`src/rtl/mips_pkg.sv`:
```
`default_nettype none
// +--------------------------------------------------------------------+
// | mips_pkg : register-file geometry shared by write-back/issue logic  |
// | Revision : 1.0                                                      |
// +--------------------------------------------------------------------+
package mips_pkg;
  localparam int REG_AW = 5;
  localparam int REG_DW = 32;
  localparam int NREG   = 32;
  localparam logic [REG_AW-1:0] REG_ZERO = 5'd0;
  typedef logic [REG_AW-1:0] reg_addr_t;
endpackage
`default_nettype wire

```
`src/rtl/wb_rr_arbiter.sv`:
```
`default_nettype none
// +--------------------------------------------------------------------+
// | wb_rr_arbiter : one-hot grant searching upward from ptr (mod N);    |
// |                 ptr=0 gives plain lowest-index-first priority.      |
// | Revision : 1.0                                                      |
// +--------------------------------------------------------------------+
module wb_rr_arbiter #(
  parameter int N  = 3,
  parameter int IW = (N > 1) ? $clog2(N) : 1
) (
  input  logic [N-1:0]  req,
  input  logic [IW-1:0] ptr,
  output logic [N-1:0]  grant,
  output logic [IW-1:0] idx,
  output logic          any
);
  import mips_pkg::*;

  logic [IW-1:0] cand;

  always_comb begin
    grant = '0;
    idx   = '0;
    any   = 1'b0;
    cand  = '0;
    for (int k = 0; k < N; k++) begin
      cand = IW'((int'(ptr) + k) % N);
      if (!any && req[cand]) begin
        any         = 1'b1;
        grant[cand] = 1'b1;
        idx         = cand;
      end
    end
  end
endmodule
`default_nettype wire

```
`src/rtl/wb_port_scheduler.sv`:
```
`default_nettype none
// +--------------------------------------------------------------------+
// | wb_port_scheduler : shares the RF write port among NREQ requesters  |
// |   and keeps the destination busy scoreboard. WB_RR_EN selects       |
// |   round-robin arbitration, otherwise fixed lowest-index priority.   |
// | Revision : 1.0                                                      |
// +--------------------------------------------------------------------+
module wb_port_scheduler #(
  parameter int NREQ   = 3,
  parameter int REG_AW = mips_pkg::REG_AW,
  parameter int REG_DW = mips_pkg::REG_DW
) (
  input  logic                     clk,
  input  logic                     rst,
  input  logic [NREQ-1:0]          req_valid,
  output logic [NREQ-1:0]          req_ready,
  input  logic [NREQ*REG_AW-1:0]   req_addr,
  input  logic [NREQ*REG_DW-1:0]   req_data,
  input  logic                     rsv_valid,
  input  logic [REG_AW-1:0]        rsv_addr,
  output logic                     rsv_busy,
  input  logic [REG_AW-1:0]        rd1_addr,
  input  logic [REG_AW-1:0]        rd2_addr,
  output logic                     rd1_busy,
  output logic                     rd2_busy,
  output logic                     Regwf,
  output logic [REG_AW-1:0]        Regwadd,
  output logic [REG_DW-1:0]        Regwdata
);
  import mips_pkg::*;

  localparam int IW = (NREQ > 1) ? $clog2(NREQ) : 1;

  logic [NREQ-1:0]   grant;
  logic [IW-1:0]     gidx;
  logic [IW-1:0]     rr_ptr;
  logic              any;
  logic              xfer;
  logic [REG_AW-1:0] gaddr;
  logic [REG_DW-1:0] gdata;
  logic [NREG-1:0]   busy;

  wb_rr_arbiter #(.N(NREQ), .IW(IW)) u_arb (
    .req   (req_valid),
    .ptr   (rr_ptr),
    .grant (grant),
    .idx   (gidx),
    .any   (any)
  );

  // Reset masks the grant so nothing is accepted while rst is high.
  assign req_ready = grant & {NREQ{~rst}};
  assign xfer      = any & ~rst;
  assign gaddr     = req_addr[int'(gidx)*REG_AW +: REG_AW];
  assign gdata     = req_data[int'(gidx)*REG_DW +: REG_DW];

`ifdef WB_RR_EN
  always_ff @(posedge clk) begin
    if (rst) begin
      rr_ptr <= '0;
    end else if (xfer) begin
      rr_ptr <= (int'(gidx) == NREQ - 1) ? '0 : gidx + 1'b1;
    end
  end
`else
  assign rr_ptr = '0;
`endif

  // $zero writes are accepted and silently dropped at the write enable.
  always_ff @(posedge clk) begin
    if (rst) begin
      Regwf    <= 1'b0;
      Regwadd  <= '0;
      Regwdata <= '0;
    end else if (xfer) begin
      Regwf    <= (gaddr != REG_ZERO);
      Regwadd  <= gaddr;
      Regwdata <= gdata;
    end else begin
      Regwf    <= 1'b0;
    end
  end

  // Set is ordered after clear so a same-edge reserve of the retiring register wins.
  always_ff @(posedge clk) begin
    if (rst) begin
      busy <= '0;
    end else begin
      if (Regwf) busy[Regwadd] <= 1'b0;
      if (rsv_valid && (rsv_addr != REG_ZERO)) busy[rsv_addr] <= 1'b1;
    end
  end

  assign rsv_busy = (rsv_addr != REG_ZERO) & busy[rsv_addr];
  assign rd1_busy = (rd1_addr != REG_ZERO) & busy[rd1_addr];
  assign rd2_busy = (rd2_addr != REG_ZERO) & busy[rd2_addr];
endmodule
`default_nettype wire

```
`config.mk`:
```
export PLATFORM = sky130hd
export DESIGN_NAME = wb_port_scheduler
export DESIGN_NICKNAME = d
export VERILOG_FILES = /design/src/rtl/mips_pkg.sv /design/src/rtl/wb_rr_arbiter.sv /design/src/rtl/wb_port_scheduler.sv
export SDC_FILE = /design/constraint.sdc
export NUM_CORES = 1
export LEC_CHECK = 0
export ABC_AREA = 1
export BUFFER_PORTS_ARGS = -buffer_cell sky130_fd_sc_hd__buf_2
export CAP_MARGIN = 20
export CORE_MARGIN = 4
export CORE_UTILIZATION = 30
export CTS_CLUSTER_SIZE = 24
export DETAILED_ROUTE_END_ITERATION = 10
export GPL_ROUTABILITY_DRIVEN = 1
export SYNTH_ARGS = -nofsm -noshare
export SYNTH_HDL_FRONTEND = slang
export SYNTH_SLANG_ARGS = --single-unit
export TNS_END_PERCENT = 5
```
`constraint.sdc`:
```
create_clock -name clk -period 2.5 [get_ports clk]
set_clock_uncertainty 0.2 [all_clocks]
set_input_delay 0.125 -clock clk [delete_from_list [all_inputs] [get_ports clk]]
set_output_delay 0.125 -clock clk [all_outputs]
set_load 0.05 [all_outputs]
```
# ---- Word-level counts from Yosys, hierarchy flattened
# Index checks and enable logic that the tools add are counted.
dict set report word_totals {
  out_inout_bits 44
  rom_bits 0
  wordCells 56
  memories 0
  in_bits 132
  mem_bits_rw 0
  ff_bits 70
  latchBits 0
}
dict set report op_classes {
  n_eq_ne 0
  n_reduce_logical 12
  shift 2
  mul 1
  div 0
  order_cmp 6
  add_sub_neg 0
  mux 21
  bitwise_logic 10
}
# operator n
set op_table {}
lappend op_table {{$mux W32} 3}
lappend op_table {{$shiftx A96 B8 Y32} 1}
lappend op_table {{$and A32 B32 Y32} 1}
lappend op_table {{$not A32 Y32} 1}
lappend op_table {{$or A32 B32 Y32} 1}
lappend op_table {{$lt A5 B6 Y1 const B} 4}
lappend op_table {{$reduce_bool A5 Y1} 4}
lappend op_table {{$bmux W1 S5} 3}
lappend op_table {{$shiftx A15 B6 Y5} 1}
lappend op_table {{$demux W1 S5} 2}
lappend op_table {{$ge A5 B1 Y1 const B} 2}
lappend op_table {{$mux W1} 10}
lappend op_table {{$logic_and A1 B1 Y1} 5}
lappend op_table {{$mul A2 B3 Y5 const B} 1}
lappend op_table {{$and A1 B1 Y1} 4}
lappend op_table {{$mux W2} 2}
lappend op_table {{$and A3 B3 Y3} 1}
lappend op_table {{$mux W3} 1}
lappend op_table {{$logic_not A1 Y1} 2}
lappend op_table {{$not A1 Y1} 2}
lappend op_table {{$reduce_or A2 Y1} 1}

# ---- Logic depth before layout (Yosys ltp)
dict set report depth {
  depth_word 10
  ltp_mapped 11
}

# ---- Cells and area by module
# A second synthesis with hierarchy kept.
dict set report unflattened {
  hier_cells 803
  area_unflattened_um2 4734.5
}
# mod area_per_inst_um2 n_inst cells_each seq_area_each_um2
set modules_own_cells {}
lappend modules_own_cells {wb_port_scheduler 4414.2 1 742 1401.3}
lappend modules_own_cells {wb_rr_arbiter 320.3 1 61 0.0}

# ---- Worst setup path after synthesis
# No wires, ideal clock.
dict set report synth_path {
  path_kind {input -> output}
  start {in rsv_addr[0]}
  end {out rsv_busy}
  arrival_time_ns 1.511
  path_slack_ns 0.664
  cell_stages 10
  n_path_buf 1
  cell_sequence {inv_1 buf_4 nand2_1 nand2_1 nand2_1 nand2_1 nand2_1 nand2_1 nor2_1 a21oi_1}
}
dict set report synth_between {
  elab_chain_cells 3
  elab_cells_between_ends 4
  classes_between {mux (2); bitwise (1); reduce/logical (1)}
}
# item line
set synth_rtl {}
lappend synth_rtl {{from (decl)} wb_port_scheduler.sv:20} ;# input logic [REG_AW-1:0] rsv_addr,
lappend synth_rtl {{$bmux W1 S5} wb_port_scheduler.sv:94} ;# assign rsv_busy = (rsv_addr != REG_ZERO) & busy[rsv_addr];
lappend synth_rtl {{$mux W1 (not written as such)} wb_port_scheduler.sv:94}
lappend synth_rtl {{$and A1 B1 Y1 (*)} wb_port_scheduler.sv:94}
lappend synth_rtl {{to (decl)} wb_port_scheduler.sv:21} ;# output logic rsv_busy,
# Every way passes the cells marked *; elsewhere a longest branch is shown, timed or not. The select of a mux whose other input is x is not followed.

# ---- Final worst setup path
dict set report layout_path {
  start {in rsv_addr[4]}
  end {out rsv_busy}
}
# The elaborated chain is that of the path after synthesis.

==> metrics.txt <==
Site Rows=44; Crit path depth=10; Worst setup SP type=input port; CP Class=input port to output port; CP Cell Sequence=dlygate4sd3_1, buf_2, inv_2, nor3_1, buf_4, nand2_1, nand2_1, nor2_1, a21oi_1, buf_2; CTS Sinks=70; Tmin final=2.179 ns; Post CTS Setup Buffer Count=0; hold buffers post-CTS=49; final core occ=43.12%; Die ar.=0.01692 mm²; Core Footprint=0.01459 mm²; worst r2r dst=busy[8]$_SDFF_PP0_; Die Width=130.1 µm; Final setup violation count=0; vias per cell=4.919; count of different cell masters after synthesis=21; worst path required time=2.17 ns; largest net degree at the start of global routing=69; total wire length=17.08 mm; number of port buffers=175; via count=5652; P_leak=0.003034 µW; register area share after synthesis=31.34%; RSZ-0062 raised after global routing=false; CTS Root Cell=clkbuf_16; fmax=0.4588 GHz; RR Startpoint=Regwadd[1]$_SDFFE_PP0P_; reg2reg path depth=4; status=completed; Synth Instances=751; Clock transition at path regs=0.05 ns; commonest non-fill, non-tap cells in the layout=299 x nand2_1, 175 x buf_2, 83 x nand3_1, 70 x dfxtp_1, 68 x a21oi_1; First DRT Iteration DRCs=401; fin nets=1091; Fin. Hold Viols=0; crit-path max cell delay=0.52 ns; final worst path period share=87.18%; Initial Util=30.65%; global route overflow=0; clock tree buffer depth=2; most common cell after layout, fill and taps aside=nand2_1; Relative slew margins=42.77%; Ys Warns=0; top-area cell type share of the netlist area=31.34%; cell taking the most area after synthesis=dfxtp_1; cts bufs inserted=9; Worst-Margin Slew=0.8564 ns; CTS-repair resized insts=0; Power Total=3415 µW; Mapped Area=0.004472 mm²; end point of the critical path=rsv_busy; crit path DAT=1.85 ns; Ports=176; syn nets=883; #FFs+latches synth=70; initial antenna violation count=1; hold wc startpoint=req_data[49]; DRT Pass-1 Iters=5; Max Cap Violations=0; Avg Inst Size Synth=5.954 µm²; DRC errors left=0; number of global-route vias before repair=5224; Post-DP Area=0.005475 mm²; Final Wtd Congestion=0.8738; Worst Path Max Fanout=6; CTS tree=yes; Post-DRT Antenna Nets=0; R2R setup slack=1.03 ns; pwr dens=542.9 mW/mm²; die height=130.1 µm; crit-path leading delay family=buffers and inverters; setup TNS=0 ns; slowest stage cell, crit path=dlygate4sd3_1; post-route cell area=0.006291 mm²; Slew Viols, Final=0; CP endpoint kind=output port; Layout area overhead=40.68%; total track usage=19.98%; drt wl/cell=14.86 µm; worst skew pair latency=0.34 ns; Peak VDD IR=0.3427 mV; H-tree Lvls=3; Hold Path Class=input port to flop; CP startpoint=rsv_addr[4]; first-pass GRT wire length=26.72 mm; Synth area leaders=dfxtp_1 31%, nand2_1 25%, nand3_1 9.3%; layout cells sized above 1=21.99%; Buf/Inv on CP=5; HPWL Detailed=12.67 mm
-- report_power, final --
group | switching, µW | total (µW) | leakage (µW) | internal [µW]
clock network | 506 | 1390 | 0.000153 | 880
registers | 37.6 | 1200 | 0.000571 | 1170
logic | 534 | 826 | 0.00231 | 292
total | 1080 | 3420 | 0.00303 | 2340
-- state kept, by name, summed over array words and instances, names as in the netlist --
register,count
Regwadd,5
Regwf,1
busy,32
Regwdata,32
-- cells in the mapped netlist --
master / number
nand2_1: 300
nand3_1: 83
dfxtp_1: 70
a21oi_1: 68
inv_1: 58
o211ai_1: 43
o21ai_0: 40
nor2_1: 29
buf_2: 21
clkbuf_1: 13
nor3_1: 8
buf_4: 4
a31oi_1: 2
buf_6: 2
inv_2: 2
nor2_4: 2
nor3_2: 2
buf_1: 1
clkinv_1: 1
nor3_4: 1
nor4_1: 1
-- area by class of cell --
| class | count | area (µm²) |
|---|---|---|
| fill | 1586 | 8298 |
| tap | 184 | 230.2 |
| multi-input combinational | 579 | 2634 |
| antenna | 1 | 2.502 |
| clock buffer | 10 | 229.0 |
| clock inverter | 6 | 93.84 |
| sequential | 70 | 1401 |
| timing repair buffer | 238 | 1471 |
| inverter | 61 | 229.0 |
-- metal layers --
metal / global-route usage [%] / vias up / wire length, µm
met5: 0 / - / 0
met4: 5.868 / 0 / 336
met3: 5.813 / 23 / 1393
met2: 33.43 / 228 / 8137
met1: 24.95 / 2518 / 7207
li1: - / 2883 / -
-- worst min path at each step --
| stage | depth (start not counted) | slack (ns) | end |
|---|---|---|---|
| floorplan | 3 | 0.12 | busy[12]$_SDFF_PP0_ |
| global placement | 3 | 0.24 | Regwdata[23]$_SDFFE_PP0P_ |
| detailed placement | 3 | 0.25 | Regwdata[14]$_SDFFE_PP0P_ |
| CTS | 5 | 0.0005 | Regwdata[2]$_SDFFE_PP0P_ |
| global route | 5 | 0.02 | Regwdata[2]$_SDFFE_PP0P_ |
| finish | 5 | 0.001 | Regwdata[17]$_SDFFE_PP0P_ |
-- worst min-delay path: stages --
cell	delay [ns]
buf_2	0.10
nand2_1	0.05
nand3_1	0.07
o211ai_1	0.08
a21oi_1	0.06
-- kinds of logic (layout without fill, tap and decap cells) --
logic type | after synthesis | in the layout | share of synthesized area (%)
AO/OA/AOI/OAI | 153 | 153 | 19.59
flip-flops | 70 | 70 | 31.34
AND/OR/NAND/NOR | 426 | 426 | 39.26
buffers and inverters | 102 | 315 | 9.821
other | 0 | 1 | 0
-- through the flow --
step	setup slack [ns]	cells	hold slack, ns
after global routing	0.2093	1149	0.02287
after CTS	0.3197	1148	0.0004614
after floorplan	0.6641	751	0.1184
final	0.3206	1149	0.001028
after detailed placement	0.3911	1083	0.2462
after global placement	0.4319	1083	0.2402
No activity file was read; power rests on OpenSTA's default activity.
